$ cat src/rtl/uart_core.sv
// uart_core: parametrised full-duplex UART with 16x oversampled receiver.
//
// Parameters:
//   CLK_FREQ  system clock in Hz
//   BAUD      line rate in bit/s
//   DATA_BITS payload bits per frame (5..8)
//   PARITY    0 none, 1 even, 2 odd
//   STOP_BITS 1 or 2
//
// Ports:
//   clk, rst_n     system clock, asynchronous active-low reset
//   tx_en, rx_en   transmitter / receiver enables
//   begin_flag     start-transmit request, sampled every clk
//   tx_data        word to send
//   rx             asynchronous serial input
//   tx             serial output
//   rx_data        last received word
//   busy_flag      transmitter busy
//   receive_flag   one-clk pulse when rx_data / error flags update
//   frame_err      first stop bit of the last frame was low
//   parity_err     parity mismatch in the last frame (0 when PARITY=0)
//
// Optional build macro UART_LOOPBACK_EN adds input 'loopback': when high the
// receiver listens to the internal transmitter (no synchroniser) and the tx
// pin is held idle-high.

module uart_core #(
  parameter int CLK_FREQ  = 50000000,
  parameter int BAUD      = 115200,
  parameter int DATA_BITS = 8,
  parameter int PARITY    = 0,
  parameter int STOP_BITS = 1
) (
  input  logic                 clk,
  input  logic                 rst_n,
  input  logic                 tx_en,
  input  logic                 rx_en,
  input  logic                 begin_flag,
  input  logic [DATA_BITS-1:0] tx_data,
  input  logic                 rx,
`ifdef UART_LOOPBACK_EN
  input  logic                 loopback,
`endif
  output logic                 tx,
  output logic [DATA_BITS-1:0] rx_data,
  output logic                 busy_flag,
  output logic                 receive_flag,
  output logic                 frame_err,
  output logic                 parity_err
);

  // Divider rounded to the nearest integer so the baud error is minimised.
  localparam int DIV        = (CLK_FREQ + 8 * BAUD) / (16 * BAUD);
  localparam int DIV_W      = (DIV > 1) ? $clog2(DIV) : 1;
  localparam int STOP_TICKS = 16 * STOP_BITS;
  localparam logic [2:0] LAST_BIT = 3'(DATA_BITS - 1);
  localparam logic       HAS_PAR  = (PARITY != 0);
  localparam logic       PAR_ODD  = (PARITY == 2);

  typedef enum logic [2:0] {TX_IDLE, TX_START, TX_DATA, TX_PAR, TX_STOP} tx_state_t;
  typedef enum logic [2:0] {RX_IDLE, RX_START, RX_DATA, RX_PAR, RX_STOP} rx_state_t;

  // Shared 16x oversampling tick, free-running while out of reset.
  logic [DIV_W-1:0] div_cnt;
  logic             tick16;

  assign tick16 = (div_cnt == DIV_W'(DIV - 1));

  always_ff @(posedge clk or negedge rst_n) begin
    if (!rst_n) begin
      div_cnt <= '0;
    end else if (tick16) begin
      div_cnt <= '0;
    end else begin
      div_cnt <= div_cnt + 1'b1;
    end
  end

  // ---------------- Transmitter ----------------
  tx_state_t            tx_state, tx_state_nxt;
  logic [4:0]           tx_tcnt, tx_tcnt_nxt;
  logic [2:0]           tx_bit, tx_bit_nxt;
  logic [DATA_BITS-1:0] tx_shift, tx_shift_nxt;
  logic                 tx_par, tx_par_nxt;
  logic                 tx_q, tx_q_nxt;
  logic                 busy_q, busy_nxt;

  always_ff @(posedge clk or negedge rst_n) begin
    if (!rst_n) begin
      tx_state <= TX_IDLE;
      tx_tcnt  <= '0;
      tx_bit   <= '0;
      tx_shift <= '0;
      tx_par   <= 1'b0;
      tx_q     <= 1'b1;
      busy_q   <= 1'b0;
    end else begin
      tx_state <= tx_state_nxt;
      tx_tcnt  <= tx_tcnt_nxt;
      tx_bit   <= tx_bit_nxt;
      tx_shift <= tx_shift_nxt;
      tx_par   <= tx_par_nxt;
      tx_q     <= tx_q_nxt;
      busy_q   <= busy_nxt;
    end
  end

  // The line level is computed for the state being entered, so tx is a
  // registered, glitch-free output that changes on the same edge as the state.
  always_comb begin
    tx_state_nxt = tx_state;
    tx_tcnt_nxt  = tx_tcnt;
    tx_bit_nxt   = tx_bit;
    tx_shift_nxt = tx_shift;
    tx_par_nxt   = tx_par;
    tx_q_nxt     = tx_q;
    case (tx_state)
      TX_IDLE: begin
        tx_q_nxt = 1'b1;
        if (tx_en && begin_flag && !busy_q) begin
          tx_state_nxt = TX_START;
          tx_shift_nxt = tx_data;
          tx_par_nxt   = (^tx_data) ^ PAR_ODD;
          tx_tcnt_nxt  = '0;
          tx_bit_nxt   = '0;
          tx_q_nxt     = 1'b0;
        end
      end
      TX_START: begin
        if (tick16) begin
          if (tx_tcnt == 5'd15) begin
            tx_state_nxt = TX_DATA;
            tx_tcnt_nxt  = '0;
            tx_q_nxt     = tx_shift[0];
          end else begin
            tx_tcnt_nxt = tx_tcnt + 5'd1;
          end
        end
      end
      TX_DATA: begin
        if (tick16) begin
          if (tx_tcnt == 5'd15) begin
            tx_tcnt_nxt = '0;
            if (tx_bit == LAST_BIT) begin
              if (HAS_PAR) begin
                tx_state_nxt = TX_PAR;
                tx_q_nxt     = tx_par;
              end else begin
                tx_state_nxt = TX_STOP;
                tx_q_nxt     = 1'b1;
              end
            end else begin
              tx_bit_nxt   = tx_bit + 3'd1;
              tx_shift_nxt = tx_shift >> 1;
              tx_q_nxt     = tx_shift[1];
            end
          end else begin
            tx_tcnt_nxt = tx_tcnt + 5'd1;
          end
        end
      end
      TX_PAR: begin
        if (tick16) begin
          if (tx_tcnt == 5'd15) begin
            tx_state_nxt = TX_STOP;
            tx_tcnt_nxt  = '0;
            tx_q_nxt     = 1'b1;
          end else begin
            tx_tcnt_nxt = tx_tcnt + 5'd1;
          end
        end
      end
      TX_STOP: begin
        tx_q_nxt = 1'b1;
        if (tick16) begin
          if (tx_tcnt == 5'(STOP_TICKS - 1)) begin
            tx_state_nxt = TX_IDLE;
            tx_tcnt_nxt  = '0;
          end else begin
            tx_tcnt_nxt = tx_tcnt + 5'd1;
          end
        end
      end
      default: begin
        tx_state_nxt = TX_IDLE;
        tx_q_nxt     = 1'b1;
      end
    endcase
    busy_nxt = (tx_state_nxt != TX_IDLE);
  end

  assign busy_flag = busy_q;

  // ---------------- Receiver ----------------
  logic rx_s1, rx_s2, rx_prev, rx_in;

`ifdef UART_LOOPBACK_EN
  assign rx_in = loopback ? tx_q : rx_s2;
  assign tx    = loopback ? 1'b1 : tx_q;
`else
  assign rx_in = rx_s2;
  assign tx    = tx_q;
`endif

  // Two-flop synchroniser plus one history flop for start-edge detection;
  // all preset to the idle (high) line level.
  always_ff @(posedge clk or negedge rst_n) begin
    if (!rst_n) begin
      rx_s1   <= 1'b1;
      rx_s2   <= 1'b1;
      rx_prev <= 1'b1;
    end else begin
      rx_s1   <= rx;
      rx_s2   <= rx_s1;
      rx_prev <= rx_in;
    end
  end

  rx_state_t            rx_state, rx_state_nxt;
  logic [3:0]           rx_tcnt, rx_tcnt_nxt;
  logic [2:0]           rx_bit, rx_bit_nxt;
  logic [DATA_BITS-1:0] rx_shift, rx_shift_nxt;
  logic                 rx_par, rx_par_nxt;
  logic [DATA_BITS-1:0] rx_data_q, rx_data_nxt;
  logic                 fe_q, fe_nxt, pe_q, pe_nxt, flag_q, flag_nxt;

  always_ff @(posedge clk or negedge rst_n) begin
    if (!rst_n) begin
      rx_state  <= RX_IDLE;
      rx_tcnt   <= '0;
      rx_bit    <= '0;
      rx_shift  <= '0;
      rx_par    <= 1'b0;
      rx_data_q <= '0;
      fe_q      <= 1'b0;
      pe_q      <= 1'b0;
      flag_q    <= 1'b0;
    end else begin
      rx_state  <= rx_state_nxt;
      rx_tcnt   <= rx_tcnt_nxt;
      rx_bit    <= rx_bit_nxt;
      rx_shift  <= rx_shift_nxt;
      rx_par    <= rx_par_nxt;
      rx_data_q <= rx_data_nxt;
      fe_q      <= fe_nxt;
      pe_q      <= pe_nxt;
      flag_q    <= flag_nxt;
    end
  end

  // The tick count restarts at the start edge, so 8 ticks lands mid start
  // bit and every further 16 ticks lands mid bit. The FSM returns to IDLE at
  // the centre of the first stop bit so a back-to-back start edge is seen.
  always_comb begin
    rx_state_nxt = rx_state;
    rx_tcnt_nxt  = rx_tcnt;
    rx_bit_nxt   = rx_bit;
    rx_shift_nxt = rx_shift;
    rx_par_nxt   = rx_par;
    rx_data_nxt  = rx_data_q;
    fe_nxt       = fe_q;
    pe_nxt       = pe_q;
    flag_nxt     = 1'b0;
    if (!rx_en) begin
      rx_state_nxt = RX_IDLE;
      rx_tcnt_nxt  = '0;
      rx_bit_nxt   = '0;
    end else begin
      case (rx_state)
        RX_IDLE: begin
          if (rx_prev && !rx_in) begin
            rx_state_nxt = RX_START;
            rx_tcnt_nxt  = '0;
            rx_bit_nxt   = '0;
          end
        end
        RX_START: begin
          if (tick16) begin
            if (rx_tcnt == 4'd7) begin
              rx_tcnt_nxt  = '0;
              rx_state_nxt = rx_in ? RX_IDLE : RX_DATA;
            end else begin
              rx_tcnt_nxt = rx_tcnt + 4'd1;
            end
          end
        end
        RX_DATA: begin
          if (tick16) begin
            if (rx_tcnt == 4'd15) begin
              rx_tcnt_nxt  = '0;
              rx_shift_nxt = {rx_in, rx_shift[DATA_BITS-1:1]};
              if (rx_bit == LAST_BIT) begin
                rx_state_nxt = HAS_PAR ? RX_PAR : RX_STOP;
              end else begin
                rx_bit_nxt = rx_bit + 3'd1;
              end
            end else begin
              rx_tcnt_nxt = rx_tcnt + 4'd1;
            end
          end
        end
        RX_PAR: begin
          if (tick16) begin
            if (rx_tcnt == 4'd15) begin
              rx_tcnt_nxt  = '0;
              rx_par_nxt   = rx_in;
              rx_state_nxt = RX_STOP;
            end else begin
              rx_tcnt_nxt = rx_tcnt + 4'd1;
            end
          end
        end
        RX_STOP: begin
          if (tick16) begin
            if (rx_tcnt == 4'd15) begin
              rx_tcnt_nxt  = '0;
              rx_state_nxt = RX_IDLE;
              rx_data_nxt  = rx_shift;
              fe_nxt       = !rx_in;
              pe_nxt       = HAS_PAR && (rx_par != ((^rx_shift) ^ PAR_ODD));
              flag_nxt     = 1'b1;
            end else begin
              rx_tcnt_nxt = rx_tcnt + 4'd1;
            end
          end
        end
        default: begin
          rx_state_nxt = RX_IDLE;
          rx_tcnt_nxt  = '0;
        end
      endcase
    end
  end

  assign rx_data      = rx_data_q;
  assign frame_err    = fe_q;
  assign parity_err   = pe_q;
  assign receive_flag = flag_q;

endmodule

$ cat config.mk
export PLATFORM = sky130hd
export DESIGN_NAME = uart_core
export DESIGN_NICKNAME = d
export VERILOG_FILES = /design/src/rtl/uart_core.sv
export SDC_FILE = /design/constraint.sdc
export NUM_CORES = 1
export LEC_CHECK = 0
export ABC_AREA = 1
export BUFFER_PORTS_ARGS = -buffer_cell sky130_fd_sc_hd__buf_4
export CORE_AREA = 2 2 101 79
export DETAILED_ROUTE_END_ITERATION = 7
export DIE_AREA = 0 0 103 81
export PLACE_DENSITY_LB_ADDON = 0.05
export SKIP_CTS_REPAIR_TIMING = 1
export SLEW_MARGIN = 20
export SYNTH_ARGS = -nofsm -noshare
export SYNTH_HDL_FRONTEND = slang
export SYNTH_SLANG_ARGS = --single-unit
$ cat constraint.sdc
create_clock -name clk -period 1.85 [get_ports clk]
set_input_delay 0.2775 -clock clk [delete_from_list [all_inputs] [get_ports clk]]
set_output_delay 0.2775 -clock clk [all_outputs]
set_load 0.03 [all_outputs]
==> metrics.log, run 1 <==
INFO  metric synth_area_per_cell = 9.26 um2
INFO  metric synth-main-ff-cell = sky130_fd_sc_hd__dfrtp_1
INFO  metric min-delay-path-class = in -> async
INFO  metric fin_tns_setup = 0 ns
INFO  metric number_of_iterations_in_the_first_detailed_routing_pass = 4
INFO  metric number_of_flops_mapped_to_enable_cells_by_yosys = 0
INFO  metric slew_limit_fails = 0
INFO  metric worst_hold_slack = -0.00749 ns
INFO  metric grt-busiest-layer = met1
INFO  metric start_util = 0.408
INFO  metric numCtsBuffers = 9
INFO  metric layout.cells.non_filler = between 400 and 500
INFO  metric rel_slew_slack = 0.509
INFO  metric synth_seq_area_share = 0.468
INFO  metric maxCapViolCount = 0
INFO  metric synth.ff_latch_count = 57
INFO  metric cts_tree = built
INFO  metric p_per_area = 1120 nW/um2
INFO  metric vdd_drop_max = roughly 0.00047 V
INFO  metric timing.critical_path.fanout_max = 8
INFO  metric clock_skew = 0.00897 ns
INFO  metric post-place-cells = 459
INFO  metric cts.sinks = between 50 and 60
INFO  metric viasPerCell = 4.55
INFO  metric postSynth.asyncResetShare = 1.00
INFO  metric die-area = 8340 um2
INFO  metric rsz0062_at_grt = false
INFO  metric globalRouteTotalUtil = 0.147
INFO  metric post-route-worst-setup-slack = 0.168 ns
INFO  metric io_pins = 27
INFO  metric fin_crit = 1.68 ns
INFO  metric post-dp-hpwl = approximately 3700 um
INFO  metric global_route.overflow_total = 0
INFO  metric clk_transition_reported_paths = 0.07 ns
INFO  metric drt-wirelength-per-cell = ~11 um
INFO  metric finish.net_count = 387
INFO  metric syn_nets = between 300 and 400
INFO  metric wire_length_of_the_first_global_routing_pass = between 9000 and 10000 um
INFO  metric worst_reg2reg_path_startpoint = div_cnt[0]
INFO  metric critical_path_arrival = 1.90 ns
INFO  metric critical_path_class = reg -> reg
INFO  metric worstSetupStartpoint = div_cnt[0]
INFO  metric initialDrtViolationCount = 65
INFO  metric antenna_violations_before_repair = 0
INFO  metric place.port_buffers = 25
INFO  metric yosysUniqueCellTypes = 37
INFO  metric drt_wl_total = 5300 um
INFO  metric routabilityCongestion = approximately 0.84
INFO  metric timing_worst_slew_pin_value = 0.737 ns
INFO  metric die_height = roughly 80 um
INFO  metric via_count_of_the_first_global_routing_pass = 2091
INFO  metric timing.critical_path.to_type = flop
INFO  metric clockRootBuffer = sky130_fd_sc_hd__clkbuf_8
INFO  metric placeable_core_area = between 7000 and 8000 um2
INFO  metric drive_above_1_share = 0.305
INFO  metric cp_data_required_time = 2.06 ns
INFO  metric finalHoldViolCount = 2
INFO  metric htree_num_levels = 3
INFO  metric syn_inst = between 300 and 400
INFO  metric placementRows = 28
INFO  metric route.vias.total = 2161
INFO  metric grt.met3_usage = 0.0404
INFO  metric diodes = 0
INFO  metric failing_checks = hold timing
INFO  metric crit_path_start_kind = flop
INFO  metric layout_worst_path_cycle_share = 0.909
INFO  metric power.static_leakage = between 1.5 and 2 nW
INFO  metric dp_worst_setup_slack = around 0.14 ns
INFO  metric yosys_warnings = 0
INFO  metric grt_max_degree = 58
INFO  metric run_status = complete, but fails checks
INFO  metric route.antenna.remaining_nets = 0
INFO  metric synthToLayoutAreaGrowth = 16.9%
INFO  metric met2_usage = 0.206
INFO  metric post_synthesis_cell_area = 3060 um2
INFO  metric clk_latency = 0.32 ns
INFO  metric global_route.usage.met1 = 0.210
INFO  metric finalSetupViolCount = 0
INFO  metric post-route-drc-count = 0
INFO  metric clk_path_buf_depth = 2
INFO  metric die_width = 103 um
INFO  metric max_freq = ~0.59 GHz
critical path, cell delays in order (launching register included):
cell and delay, ns:
sky130_fd_sc_hd__dfrtp_1 0.40, sky130_fd_sc_hd__inv_1 0.08, sky130_fd_sc_hd__ha_1 0.19, sky130_fd_sc_hd__nand2_2 0.10, sky130_fd_sc_hd__nor2_8 0.18, sky130_fd_sc_hd__nand2_4 0.10
sky130_fd_sc_hd__nand2_4 0.08, sky130_fd_sc_hd__nand3_4 0.14, sky130_fd_sc_hd__buf_6 0.20, sky130_fd_sc_hd__nand2_4 0.06, sky130_fd_sc_hd__o21ai_2 0.05
stage by stage:
stage	util	cell area, um2	power [W]
final	0.476	3570	0.00398
after global routing	0.476	3570	0.00427
after CTS	0.475	3560	0.00404
after detailed placement	0.444	3330	0.00268
after global placement	0.444	3330	0.00267
after floorplan	-	3060	0.00245
flip-flops by register name, summed over array words and instances (netlist names):
signal	count
busy_flag	1
div_cnt	5
frame_err	1
receive_flag	1
rx_bit	3
rx_data	8
rx_in	1
rx_prev	1
rx_s1	1
rx_shift	8
rx_state	3
rx_tcnt	4
tx	1
tx_bit	3
tx_shift	8
tx_state	3
tx_tcnt	5
where the power goes:
part / internal (W) / switching (W) / leakage, nW / total, W
clock: 0.000827 / 0.000497 / 0.115 / 0.00132
combinational: 0.000414 / 0.000628 / 0.897 / 0.00104
sequential: 0.00144 / 0.000180 / 0.740 / 0.00162
cells in the mapped netlist, types with 2 or more instances:
library cell	number	area share
sky130_fd_sc_hd__a21boi_0	2	0.0049
sky130_fd_sc_hd__a21oi_1	7	0.011
sky130_fd_sc_hd__buf_12	2	0.013
sky130_fd_sc_hd__buf_4	2	0.0049
sky130_fd_sc_hd__buf_6	3	0.011
sky130_fd_sc_hd__dfrtp_1	53	0.43
sky130_fd_sc_hd__dfstp_2	4	0.034
sky130_fd_sc_hd__ha_1	8	0.033
sky130_fd_sc_hd__inv_1	32	0.039
sky130_fd_sc_hd__inv_2	6	0.0074
sky130_fd_sc_hd__mux2i_1	6	0.020
sky130_fd_sc_hd__nand2_1	74	0.091
sky130_fd_sc_hd__nand2_2	6	0.012
sky130_fd_sc_hd__nand2_4	11	0.041
sky130_fd_sc_hd__nand3_1	16	0.026
sky130_fd_sc_hd__nand3_2	2	0.0066
sky130_fd_sc_hd__nand3_4	2	0.011
sky130_fd_sc_hd__nand4_1	5	0.010
sky130_fd_sc_hd__nor2_1	25	0.031
sky130_fd_sc_hd__nor2_2	5	0.010
sky130_fd_sc_hd__o21ai_0	8	0.013
sky130_fd_sc_hd__o21ai_1	14	0.023
sky130_fd_sc_hd__o21ai_2	19	0.054
sky130_fd_sc_hd__o21ai_4	2	0.011
sky130_fd_sc_hd__or2_2	2	0.0041
sky130_fd_sc_hd__xor2_1	3	0.0086
path summary, 6_finish.rpt:
check | endpoint | cells after the start | slack, ns
worst min register to register | rx_in | 0 | 0.36
worst max register to register | tx_shift[6] | 10 | 0.17
worst min-delay path | tx_state[0] | 1 | -0.007
max in group asynchronous | tx_state[1] | 1 | 1.34
worst max-delay path | tx_shift[6] | 10 | 0.17
min in group clk | rx_s1 | 1 | 0.06
layout make-up:
class                           count  area [um2]
Inverter                           40         159
Timing Repair Buffer               31         236
Fill cell                         746        3930
Sequential cell                    57        1430
Multi-Input combinational cell    226        1380
Tap cell                          105         131
Clock buffer                       11         151
Clock inverter                      5        77.6
layout by cell type, fill, tap and decap left out, types with 2 or more instances in the layout:
master / count
sky130_fd_sc_hd__nor2_4: 2
sky130_fd_sc_hd__nand3_2: 2
sky130_fd_sc_hd__o21ai_0: 8
sky130_fd_sc_hd__xor2_1: 3
sky130_fd_sc_hd__nand2_2: 7
sky130_fd_sc_hd__inv_1: 32
sky130_fd_sc_hd__nand4_1: 5
sky130_fd_sc_hd__nand3_4: 2
sky130_fd_sc_hd__dfstp_2: 4
sky130_fd_sc_hd__o21ai_1: 14
sky130_fd_sc_hd__nor2_1: 25
sky130_fd_sc_hd__dfrtp_1: 53
sky130_fd_sc_hd__nand3_1: 16
sky130_fd_sc_hd__clkinv_2: 3
sky130_fd_sc_hd__nand2_4: 11
sky130_fd_sc_hd__mux2i_1: 6
sky130_fd_sc_hd__bufinv_16: 2
sky130_fd_sc_hd__ha_1: 8
sky130_fd_sc_hd__o21ai_2: 19
sky130_fd_sc_hd__a21oi_1: 7
sky130_fd_sc_hd__o21ai_4: 2
sky130_fd_sc_hd__a21boi_0: 2
sky130_fd_sc_hd__buf_4: 30
sky130_fd_sc_hd__nor2_2: 4
sky130_fd_sc_hd__clkbuf_8: 11
sky130_fd_sc_hd__inv_2: 6
sky130_fd_sc_hd__nand2_1: 73
sky130_fd_sc_hd__or2_2: 2
kinds of logic (layout without fill, tap and decap cells):
| logic type | after synthesis | in the layout | synth area share |
|---|---|---|---|
| fa+ha+maj | 8 | 8 | 0.0328 |
| compound gates | 55 | 55 | 0.127 |
| xor+xnor | 3 | 3 | 0.00860 |
| other cells | 1 | 1 | 0.00123 |
| flops | 57 | 57 | 0.468 |
| buf+inv | 47 | 87 | 0.0811 |
| simple gates | 153 | 153 | 0.261 |
| mux | 6 | 6 | 0.0197 |
layer usage:
| layer | share of wire | up-vias |
|---|---|---|
| li1 | - | 1138 |
| met1 | 0.54 | 986 |
| met2 | 0.42 | 30 |
| met3 | 0.031 | 7 |
| met4 | 0.012 | 0 |
| met5 | 0 | - |
(Power assumes the default switching activity.)
==> inputs of run 2 (changes only) <==
ABC_AREA = 0   (was 1)
CORE_AREA = 2 2 97 76   (was 2 2 101 79)
DIE_AREA = 0 0 99 78   (was 0 0 103 81)
==> run 2 against run 1 <==
Compared with the run above:
- the run ends with setup timing left
- via count is 5.2% lower
- critical path depth down 4
- clock skew grew 0.0010 ns
- combinational power fell by 45%
- cell area up 4.7%
- critical endpoint unchanged
- routed wire length increased by 9.2%
- register-to-register slack got worse by 0.24 ns
==> metrics.log, run 2 <==
INFO  metric cts_tree = built
INFO  metric crit_slowest_cell = sky130_fd_sc_hd__dfrtp_1
INFO  metric worst-r2r-cell-count = 6
INFO  metric io_pins = 27
INFO  metric min-delay-path-class = in -> reg
INFO  metric synthToLayoutAreaGrowth = 31.3%
INFO  metric r2r_end = tx_shift[6]
INFO  metric numCtsBuffers = 9
INFO  metric syn_nets = 270
INFO  metric crit_path_start_kind = flop
INFO  metric layout_worst_path_cycle_share = 1.04
INFO  metric clk_path_buf_depth = 2
INFO  metric worstPathCellList = inv_1 > ha_2 > nand4b_4 > or3_4 > o32a_4 > mux2_4
INFO  metric yosys_warnings = 0
INFO  metric synth_seq_area_share = 0.503
INFO  metric max_freq = about 0.52 GHz
INFO  metric worst_reg2reg_path_startpoint = div_cnt[0]
INFO  metric clock_skew = between 0.009 and 0.01 ns
INFO  metric synth.ff_latch_count = 57
INFO  metric timing.critical_path.to_type = flop
INFO  metric cts.sinks = 57
INFO  metric postSynth.asyncResetShare = 1.00
INFO  metric post-place-cells = 377
INFO  metric diodes = 0
INFO  metric cp_data_required_time = 2.06 ns
INFO  metric dpl-instance-area = roughly 3400 um2
INFO  metric post-dp-hpwl = slightly below 4000 um
INFO  metric route.antenna.remaining_nets = 0
INFO  metric clockRootBuffer = sky130_fd_sc_hd__clkbuf_8
INFO  metric route.vias.total = between 2000 and 2500
INFO  metric total_switching_power = 0.000817 W
INFO  metric clockPowerShare = 0.402
INFO  metric timing.critical_path.fanout_max = 5
INFO  metric r2r_slack = -0.08 ns
INFO  metric power.internal = 0.00239 W
INFO  metric maxCapViolCount = 0
INFO  metric initialDrtViolationCount = 46
INFO  metric timing.critical_path.depth = 6
INFO  metric fill_cells = 576
INFO  metric critical_path.n_buffers_inverters = 1
INFO  metric critical_path_arrival = 2.14 ns
INFO  metric routabilityCongestion = between 0.7 and 0.8
INFO  metric finalSetupViolCount = 13
INFO  metric ys_top_cells_by_area = sky130_fd_sc_hd__dfrtp_1 (47%), sky130_fd_sc_hd__mux2_2 (9.9%), sky130_fd_sc_hd__dfstp_2 (3.7%), sky130_fd_sc_hd__ha_1 (3.5%), sky130_fd_sc_hd__mux2_4 (3.2%)
INFO  metric drive_above_1_share = 0.419
INFO  metric antenna_violations_before_repair = 0
INFO  metric drt_wl_total = around 5800 um
INFO  metric worstSetupStartpoint = div_cnt[0]
INFO  metric run_status = complete, but fails checks
INFO  metric number_of_iterations_in_the_first_detailed_routing_pass = 4
INFO  metric place.port_buffers = 25
INFO  metric wire_length_of_the_first_global_routing_pass = 9530 um
INFO  metric post-route-worst-setup-slack = -0.0760 ns
INFO  metric p_per_area = 858 nW/um2
INFO  metric most-common-layout-cells = sky130_fd_sc_hd__buf_4 (56), sky130_fd_sc_hd__dfrtp_1 (53), sky130_fd_sc_hd__mux2_2 (23)
INFO  metric grt_max_degree = 34
INFO  metric viasPerCell = 5.14
INFO  metric finish.net_count = 332
INFO  metric synth-main-ff-cell = sky130_fd_sc_hd__dfrtp_1
INFO  metric via_count_of_the_first_global_routing_pass = between 2000 and 2500
INFO  metric critical_path_class = reg -> reg
INFO  metric vdd_drop_max = 0.000575 V
INFO  metric synth.cells.most_frequent = sky130_fd_sc_hd__dfrtp_1 (53), sky130_fd_sc_hd__mux2_2 (25), sky130_fd_sc_hd__nand2_1 (17), sky130_fd_sc_hd__nor2_1 (14)
INFO  metric power_frac_comb = 0.178
INFO  metric timing.hold.worst_path_depth = 1
INFO  metric post-route-cell-area = between 3000 and 4000 um2
INFO  metric layout.cells.non_filler = 399
INFO  metric post_synthesis_cell_area = 2850 um2
INFO  metric fin_tns_setup = -0.463 ns
INFO  metric switching_share = 0.255
INFO  metric final_common_cell = sky130_fd_sc_hd__buf_4
INFO  metric global_route.overflow_total = 0
INFO  metric placementRows = 26
INFO  metric die_height = 78 um
INFO  metric rsz0062_at_grt = true
INFO  metric placeable_core_area = 6670 um2
INFO  metric seqPwrFrac = 0.421
INFO  metric failing_checks = setup timing
INFO  metric path_delay_family = simple AND/OR/NAND/NOR gates
INFO  metric synth_most_common_cell = sky130_fd_sc_hd__dfrtp_1
INFO  metric globalRouteTotalUtil = 0.155
INFO  metric number_of_flops_mapped_to_enable_cells_by_yosys = 0
INFO  metric slowest_delay = roughly 0.38 ns
INFO  metric start_util = 0.427
INFO  metric synth_area_per_cell = 11.5 um2
INFO  metric fin_crit = 1.93 ns
INFO  metric die_width = 99 um
INFO  metric netlist.top_cell.by_area = sky130_fd_sc_hd__dfrtp_1
INFO  metric htree_num_levels = 3
INFO  metric die-area = 7720 um2
INFO  metric power.static_leakage = 1.83 nW
INFO  metric critPathCapture = tx_shift[6]
INFO  metric drt-wirelength-per-cell = roughly 14 um
INFO  metric syn_inst = 248
INFO  metric clk_transition_reported_paths = 0.06 ns
INFO  metric yosysUniqueCellTypes = 57
INFO  metric post-route-drc-count = 0
INFO  metric slew_limit_fails = 0
INFO  metric clk_latency = 0.33 ns
INFO  metric synth_top_area_share = 0.466
INFO  metric finalHoldViolCount = 0
run 2: area by class of cell:
class                      instances  area, um2  area share
sequential                        57       1430       0.383
multi-input combinational        166       1410       0.377
timing repair buffer              64        527       0.141
clock buffer                      11        141      0.0378
tap                               84        105      0.0281
clock inverter                     5       80.1      0.0214
inverter                          12       45.0      0.0120
run 2: kinds of logic after synthesis:
group / Yosys count / share of synthesized area
and+or+nand+nor: 71 / 0.141
DFF: 57 / 0.503
AOI/OAI and AO/OA: 42 / 0.108
muxes: 39 / 0.159
buffers and inverters: 26 / 0.0413
adders and majority gates: 8 / 0.0352
xor gates and xnor gates: 4 / 0.0123
other: 1 / 0.00132
run 2: through the flow:
step | setup WS [ns] | power, W | utilization | hold WS [ns]
after CTS | -0.118 | 0.00322 | 0.540 | -0.104
after floorplan | -0.236 | 0.00168 | - | -0.0181
after global routing | -0.120 | 0.00338 | 0.561 | 0.0276
final | -0.0760 | 0.00321 | 0.561 | 0.0531
after detailed placement | -0.109 | 0.00190 | 0.506 | 0.267
after global placement | -0.0761 | 0.00190 | 0.506 | 0.266
run 2: metal layers:
| metal | track usage | wire, um | share of wire | vias up |
|---|---|---|---|---|
| li1 | - | - | - | 1033 |
| met1 | 0.210 | 3010 | 0.52 | 987 |
| met2 | 0.234 | 2560 | 0.44 | 24 |
| met3 | 0.0604 | 167 | 0.029 | 5 |
| met4 | 0.0411 | 50 | 0.0086 | 0 |
| met5 | 0 | 0 | 0 | - |
run 2: worst min-delay path by stage:
stage               start           end  slack (ns)
floorplan           rst_n     busy_flag       -0.02
global placement    rst_n    tx_tcnt[1]        0.27
detailed placement  rst_n    tx_tcnt[1]        0.27
CTS                 rst_n  receive_flag       -0.10
global route           rx         rx_s1        0.03
finish                 rx         rx_s1        0.05
run 2: power by group through the flow:
stage / combinational (W) / clock [W] / sequential (W)
floorplan: 0.000344 / 0 / 0.00134
global placement: 0.000529 / 0 / 0.00137
CTS: 0.000533 / 0.00134 / 0.00135
detailed placement: 0.000530 / 0 / 0.00137
global route: 0.000632 / 0.00139 / 0.00136
finish: 0.000570 / 0.00129 / 0.00135
